### config.mk
export PLATFORM = sky130hd
export DESIGN_NAME = ref_freq_monitor
export DESIGN_NICKNAME = d
export VERILOG_FILES = /design/src/rtl/ref_mon_pkg.sv /design/src/rtl/ref_sync_edge.sv /design/src/rtl/ref_freq_monitor.sv
export SDC_FILE = /design/constraint.sdc
export NUM_CORES = 1
export LEC_CHECK = 0
export ABC_AREA = 1
export BUFFER_PORTS_ARGS = -buffer_cell sky130_fd_sc_hd__buf_2
export CAP_MARGIN = 40
export CORE_MARGIN = 5
export CORE_UTILIZATION = 30
export CTS_BUF_LIST = sky130_fd_sc_hd__clkbuf_8
export CTS_CLUSTER_SIZE = 12
export DETAILED_ROUTE_END_ITERATION = 7
export SETUP_SLACK_MARGIN = 0.1
export SLEW_MARGIN = 20
export SYNTH_ARGS = -nofsm -noshare
export SYNTH_HDL_FRONTEND = slang
export SYNTH_SLANG_ARGS = --single-unit
### constraint.sdc
create_clock -name i_clk -period 5.6 [get_ports i_clk]
set_input_delay 0.84 -clock i_clk [delete_from_list [all_inputs] [get_ports i_clk]]
set_output_delay 0.84 -clock i_clk [all_outputs]
set_load 0.02 [all_outputs]
### src/rtl/ref_mon_pkg.sv
// Shared constants and FSM encoding for the reference-frequency monitor.
package ref_mon_pkg;

  localparam int NCH_D      = 4;
  localparam int CW_D       = 16;
  localparam int AVG_D      = 3;
  localparam int TOL_D      = 2;
  localparam int LOCK_CNT_D = 4;
  localparam int ODW_D      = 8;

  typedef enum logic [1:0] {
    S_IDLE    = 2'd0,
    S_MEASURE = 2'd1,
    S_TRACK   = 2'd2,
    S_LOCKED  = 2'd3
  } state_e;

endpackage

### src/rtl/ref_sync_edge.sv
// Two-flop synchroniser for an asynchronous reference, plus a third flop
// for a one-cycle rising-edge pulse. i_clr is a synchronous clear.
module ref_sync_edge (
  input  logic i_clk,
  input  logic i_rst,
  input  logic i_clr,
  input  logic i_d,
  output logic o_edge
);

  logic r_s1, r_s2, r_s3;

  always_ff @(posedge i_clk or posedge i_rst) begin
    if (i_rst) begin
      r_s1 <= 1'b0;
      r_s2 <= 1'b0;
      r_s3 <= 1'b0;
    end else if (i_clr) begin
      r_s1 <= 1'b0;
      r_s2 <= 1'b0;
      r_s3 <= 1'b0;
    end else begin
      r_s1 <= i_d;
      r_s2 <= r_s1;
      r_s3 <= r_s2;
    end
  end

  assign o_edge = r_s2 & ~r_s3;

endmodule

### src/rtl/ref_freq_monitor.sv
// Measures the REF_IN period in CLK cycles, averages it over 2^AVG periods,
// declares lock after LOCK_CNT stable windows and emits divided strobes.
module ref_freq_monitor
  import ref_mon_pkg::*;
#(
  parameter int NCH      = NCH_D,
  parameter int CW       = CW_D,
  parameter int AVG      = AVG_D,
  parameter int TOL      = TOL_D,
  parameter int LOCK_CNT = LOCK_CNT_D,
  parameter int ODW      = ODW_D
) (
  input  logic               i_clk,
  input  logic               i_rst,
  input  logic               i_pd,
  input  logic               i_ref_in,
  input  logic [NCH*ODW-1:0] i_div_o,
  output logic [CW-1:0]      o_period,
  output logic               o_period_vld,
  output logic               o_lock,
  output logic               o_ref_lost,
  output logic [NCH-1:0]     o_ce_out
);

  localparam logic [CW-1:0] CNT_MAX = '1;
  localparam int            NPW     = (AVG > 0) ? AVG : 1;
  localparam int            AW      = CW + AVG;
  localparam int            GW      = $clog2(LOCK_CNT + 1);

  state_e          r_state;
  logic [CW-1:0]   r_cnt, r_prev, r_period;
  logic [AW-1:0]   r_acc;
  logic [NPW-1:0]  r_nper;
  logic [GW-1:0]   r_good;
  logic            r_armed, r_vld, r_lock, r_lost;

  logic            w_edge, w_sat, w_win, w_in_tol, w_to_locked;
  logic [AW-1:0]   w_acc_nxt;
  logic [CW-1:0]   w_avg, w_diff;
  logic [GW-1:0]   w_good_nxt;
  logic [NCH-1:0]  w_ce;

  ref_sync_edge u_sync (
    .i_clk  (i_clk),
    .i_rst  (i_rst),
    .i_clr  (i_pd),
    .i_d    (i_ref_in),
    .o_edge (w_edge)
  );

  // An edge in the same cycle as saturation wins: the reload hides it.
  assign w_sat       = ~w_edge & (r_cnt == CNT_MAX - 1'b1);
  assign w_win       = w_edge & r_armed & (r_state != S_IDLE) &
                       (r_nper == NPW'((2 ** AVG) - 1));
  assign w_acc_nxt   = r_acc + AW'(r_cnt);
  assign w_avg       = w_acc_nxt[AVG +: CW];
  assign w_diff      = (w_avg >= r_prev) ? (w_avg - r_prev) : (r_prev - w_avg);
  assign w_in_tol    = (w_diff <= CW'(TOL));
  assign w_good_nxt  = r_good + 1'b1;
  assign w_to_locked = w_win & (r_state == S_TRACK) & w_in_tol &
                       (w_good_nxt == GW'(LOCK_CNT));

  always_ff @(posedge i_clk or posedge i_rst) begin
    if (i_rst) begin
      r_state  <= S_IDLE;
      r_cnt    <= '0;
      r_prev   <= '0;
      r_period <= '0;
      r_acc    <= '0;
      r_nper   <= '0;
      r_good   <= '0;
      r_armed  <= 1'b0;
      r_vld    <= 1'b0;
      r_lock   <= 1'b0;
      r_lost   <= 1'b0;
    end else if (i_pd) begin
      r_state  <= S_IDLE;
      r_cnt    <= '0;
      r_prev   <= '0;
      r_acc    <= '0;
      r_nper   <= '0;
      r_good   <= '0;
      r_armed  <= 1'b0;
      r_vld    <= 1'b0;
      r_lock   <= 1'b0;
      r_lost   <= 1'b0;
    end else begin
      r_vld <= 1'b0;

      if (w_edge)                r_cnt <= CW'(1);
      else if (r_cnt != CNT_MAX) r_cnt <= r_cnt + 1'b1;

      if (w_edge)     r_lost <= 1'b0;
      else if (w_sat) r_lost <= 1'b1;

      if (w_sat) begin
        r_state <= S_MEASURE;
        r_lock  <= 1'b0;
        r_armed <= 1'b0;
        r_acc   <= '0;
        r_nper  <= '0;
        r_good  <= '0;
      end else if (r_state == S_IDLE) begin
        r_state <= S_MEASURE;
      end else if (w_edge) begin
        // The first edge only opens the measurement; it has no period yet.
        if (!r_armed) begin
          r_armed <= 1'b1;
        end else if (!w_win) begin
          r_acc  <= w_acc_nxt;
          r_nper <= r_nper + 1'b1;
        end else begin
          r_acc    <= '0;
          r_nper   <= '0;
          r_period <= w_avg;
          r_vld    <= 1'b1;
          r_prev   <= w_avg;
          case (r_state)
            S_MEASURE: begin
              r_state <= S_TRACK;
              r_good  <= '0;
            end
            S_TRACK: begin
              if (w_in_tol) r_good <= w_good_nxt;
              else          r_good <= '0;
              if (w_to_locked) begin
                r_state <= S_LOCKED;
                r_lock  <= 1'b1;
              end
            end
            S_LOCKED: begin
              if (!w_in_tol) begin
                r_state <= S_TRACK;
                r_lock  <= 1'b0;
                r_good  <= '0;
              end
            end
            default: ;
          endcase
        end
      end
    end
  end

  genvar c;
  generate
    for (c = 0; c < NCH; c++) begin : g_ch
      logic [ODW-1:0] w_div, w_div_m1;
      logic [ODW-1:0] r_ch_cnt;
      logic           r_ce;

      assign w_div    = i_div_o[c*ODW +: ODW];
      assign w_div_m1 = (w_div == '0) ? '0 : (w_div - 1'b1);

      // Down-counter reloads with the current divide value on each strobe,
      // so a new divide value is picked up at the channel's next wrap.
      always_ff @(posedge i_clk or posedge i_rst) begin
        if (i_rst) begin
          r_ch_cnt <= '0;
          r_ce     <= 1'b0;
        end else if (i_pd || w_to_locked) begin
          r_ch_cnt <= '0;
          r_ce     <= 1'b0;
        end else begin
          r_ce <= 1'b0;
          if ((r_state == S_LOCKED) && w_edge) begin
            if (r_ch_cnt == '0) begin
              r_ce     <= 1'b1;
              r_ch_cnt <= w_div_m1;
            end else begin
              r_ch_cnt <= r_ch_cnt - 1'b1;
            end
          end
        end
      end

      assign w_ce[c] = r_ce;
    end
  endgenerate

  assign o_period     = r_period;
  assign o_period_vld = r_vld;
  assign o_lock       = r_lock;
  assign o_ref_lost   = r_lost;
  assign o_ce_out     = w_ce & {NCH{r_state == S_LOCKED}};

endmodule

==> results by group <==
Pwr
  • Pwr dens: 192 nW/um2
  • Tot Pwr: 1.99 mW
  • VDD IR max: 0.000130 V
  • Leakage power: 5.65 nW

Cells and area
  • Fin area: 10,300 um2
  • # diodes: 0
  • Final non-filler cell total: 1,808
  • Nets: 1,510
  • Area growth syn-to-layout: 12.7%
  • Share of cells above drive strength 1: 9.70%

Timing
  • Final setup fails: 0
  • Max-slew violations: 0
  • RSZ-0062 raised after global routing: no
  • Slew of the pin with the lowest slew margin: 0.809 ns
  • Fmax: 0.205 GHz
  • Period utilization: 87.1%
  • Relative slew slack: 45.9%
  • Min Tclk post-route: 4.88 ns
  • Setup Skew: 0.0278 ns
  • Final hold viol count: 0
  • Setup TNS: 0 ns

Placed design
  • Placed cell count: 1,776
  • PortBufs: 58
  • Post-DP HPWL: 18.6 mm
  • Placed Area: 9950 um2
  • Placer Congestion: 0.935

Worst setup path
  • CP startpoint kind: register
  • Critical Path Fanout Max: 36
  • Worst stage delay on the critical path: 0.43 ns
  • CP Capture Type: register
  • Crit Path Category: register to register
  • Req. time, crit path: 5.91 ns
  • CP Buf/Inv Count: 3
  • Top delay family on crit path: simple AND/OR/NAND/NOR gates
  • Slowest cell on crit path: fa_1
  • Critical Path AT: 5.19 ns
  • Most used cell, CP: nand2_1

Logic synthesis
  • Cells after Synth: 1,331
  • Warnings from Yosys: 0
  • Post-synth cell types: 49
  • Avg Cell Area, Syn: 6.89 um2
  • Sequential-to-total area share from yosys stat: 32.2%
  • Top_reg_cell synth: dfrtp_1
  • Post-synth EDFFs: 0
  • Mapped Area: 9180 um2
  • FFs w/ async S/R, synth: 100%
  • Flops & latches, synth: 118
  • Syn nets: 1,442

Detailed routing
  • Drt total wl: 23.6 mm
  • Vias per cell: 4.72
  • Pre-antenna DRT Iters: 5
  • Post-DRT Antenna Nets: 0
  • DR iter-0 viols: 467
  • Vias: 8,533
  • Average wire per standard cell: 13.1 um
  • Drc violations: 0

CTS
  • Clk_lat worst skew: 0.46 ns
  • Clk Tree Root Cell: clkbuf_8
  • Num CTS Buffers: 17
  • Post-CTS resize count: 0
  • # H-tree levels: 4
  • CTS tree: built
  • Clk buf depth: 2
  • Clock sink count: 118
  • Hold buffers post-CTS: 0
  • Postcts setup bufs: 0
  • Clock slew at reported path FFs: 0.11 ns

Run status
  • Outcome: completed

Worst hold path
  • Worst Hold Class: primary input to asynchronous set/reset pin

Floorplanning
  • Die Y: 185 um
  • Initial Util: 30.2%
  • Placement Rows: 64
  • Ports: 59
  • Die width: 185 um
  • Core area: 30,400 um2
  • Die footprint: 34,200 um2

GRT
  • GRT Total Usage: 14.1%
  • Initial antenna violation count: 0
  • First-pass GRT wire length: 39.7 mm
  • GRT overflow: 0
  • Vias in the first global route: 8,396
  • Largest net degree at the start of global routing: 47

Job
  • Max Cap Violations: 0
-- where the power goes --
group,internal [mW],switching [mW],leakage [nW]
registers,0.876,0.0182,1.64
clock network,0.336,0.451,0.194
logic,0.104,0.201,3.82
total,1.32,0.670,5.65
-- flip-flops by register name, indices dropped and copies added, names as in the netlist, 2 cells and up --
signal / flops
g_ch.r_ch_cnt: 32
r_state: 2
r_acc: 19
r_cnt: 16
o_period: 16
r_nper: 3
r_prev: 16
r_good: 3
g_ch.r_ce: 4
-- cells in the final DEF, fill, tap and decap left out, drive strengths merged, types with 32 or more instances in the layout --
cell type,netlist,layout
nand2,379,379
inv,216,227
nor2,138,138
dfrtp,118,118
a21oi,74,74
ha,72,72
o21ai,70,70
nand3,69,69
buf,6,67
xor2,33,33
nor3,32,32
-- cell usage after synthesis (15+ instances only) --
| cell type | instances | share of area, % |
|---|---|---|
| nand3_1 | 69 | 3.8 |
| nand4_1 | 15 | 1.0 |
| a211oi_1 | 16 | 1.3 |
| inv_1 | 209 | 8.5 |
| ha_1 | 72 | 9.8 |
| xor2_1 | 33 | 3.1 |
| nand2_1 | 369 | 15 |
| a21oi_1 | 72 | 3.9 |
| nor2_1 | 133 | 5.4 |
| nor3_1 | 30 | 1.6 |
| o21ai_0 | 65 | 3.5 |
| dfrtp_1 | 118 | 32 |
-- logic make-up (layout without fill, tap and decap cells) --
kind of cell	after synthesis	count (layout)	share of synthesized area [%]
buf+inv	235	316	9.97
xor+xnor	40	40	3.82
simple gates	655	655	30.3
compound gates	208	208	13.3
flops	118	118	32.2
fa+ha+maj	75	75	10.5
-- stage by stage --
step	utilization (%)	worst slack, ns	hold WS (ns)
detailed placement	32.7	0.632	0.460
CTS	34.0	0.619	0.378
global placement	32.6	0.743	0.457
finish	34.0	0.720	0.373
floorplan	-	1.55	0.434
global route	34.0	0.191	0.387
-- final timing paths --
check,start,endpoint,slack (ns),cells past startpoint
min in group i_clk,u_sync.r_s1,u_sync.r_s2,0.47,2
max,r_cnt[0],g_ch[1].r_ch_cnt[5],0.72,26
max in group asynchronous,i_rst,r_acc[15],3.98,4
min reg2reg,u_sync.r_s1,u_sync.r_s2,0.47,2
max reg2reg,r_cnt[0],g_ch[1].r_ch_cnt[5],0.72,26
min,i_rst,g_ch[3].r_ch_cnt[4],0.37,2
-- layout make-up --
cell class,instances,area (um2)
clock buffer,17,234
multi-input combinational,978,5310
inverter,217,817
fill,3307,20100
sequential,118,2950
tap,396,495
timing repair buffer,67,378
clock inverter,15,154
-- layer usage --
layer | GRT usage, % | routed length [um]
met5 | 0 | 0
met4 | 4.40 | 539
met3 | 2.36 | 812
met2 | 24.1 | 11100
met1 | 18.3 | 11200
Power figures use the tool's default switching activity.
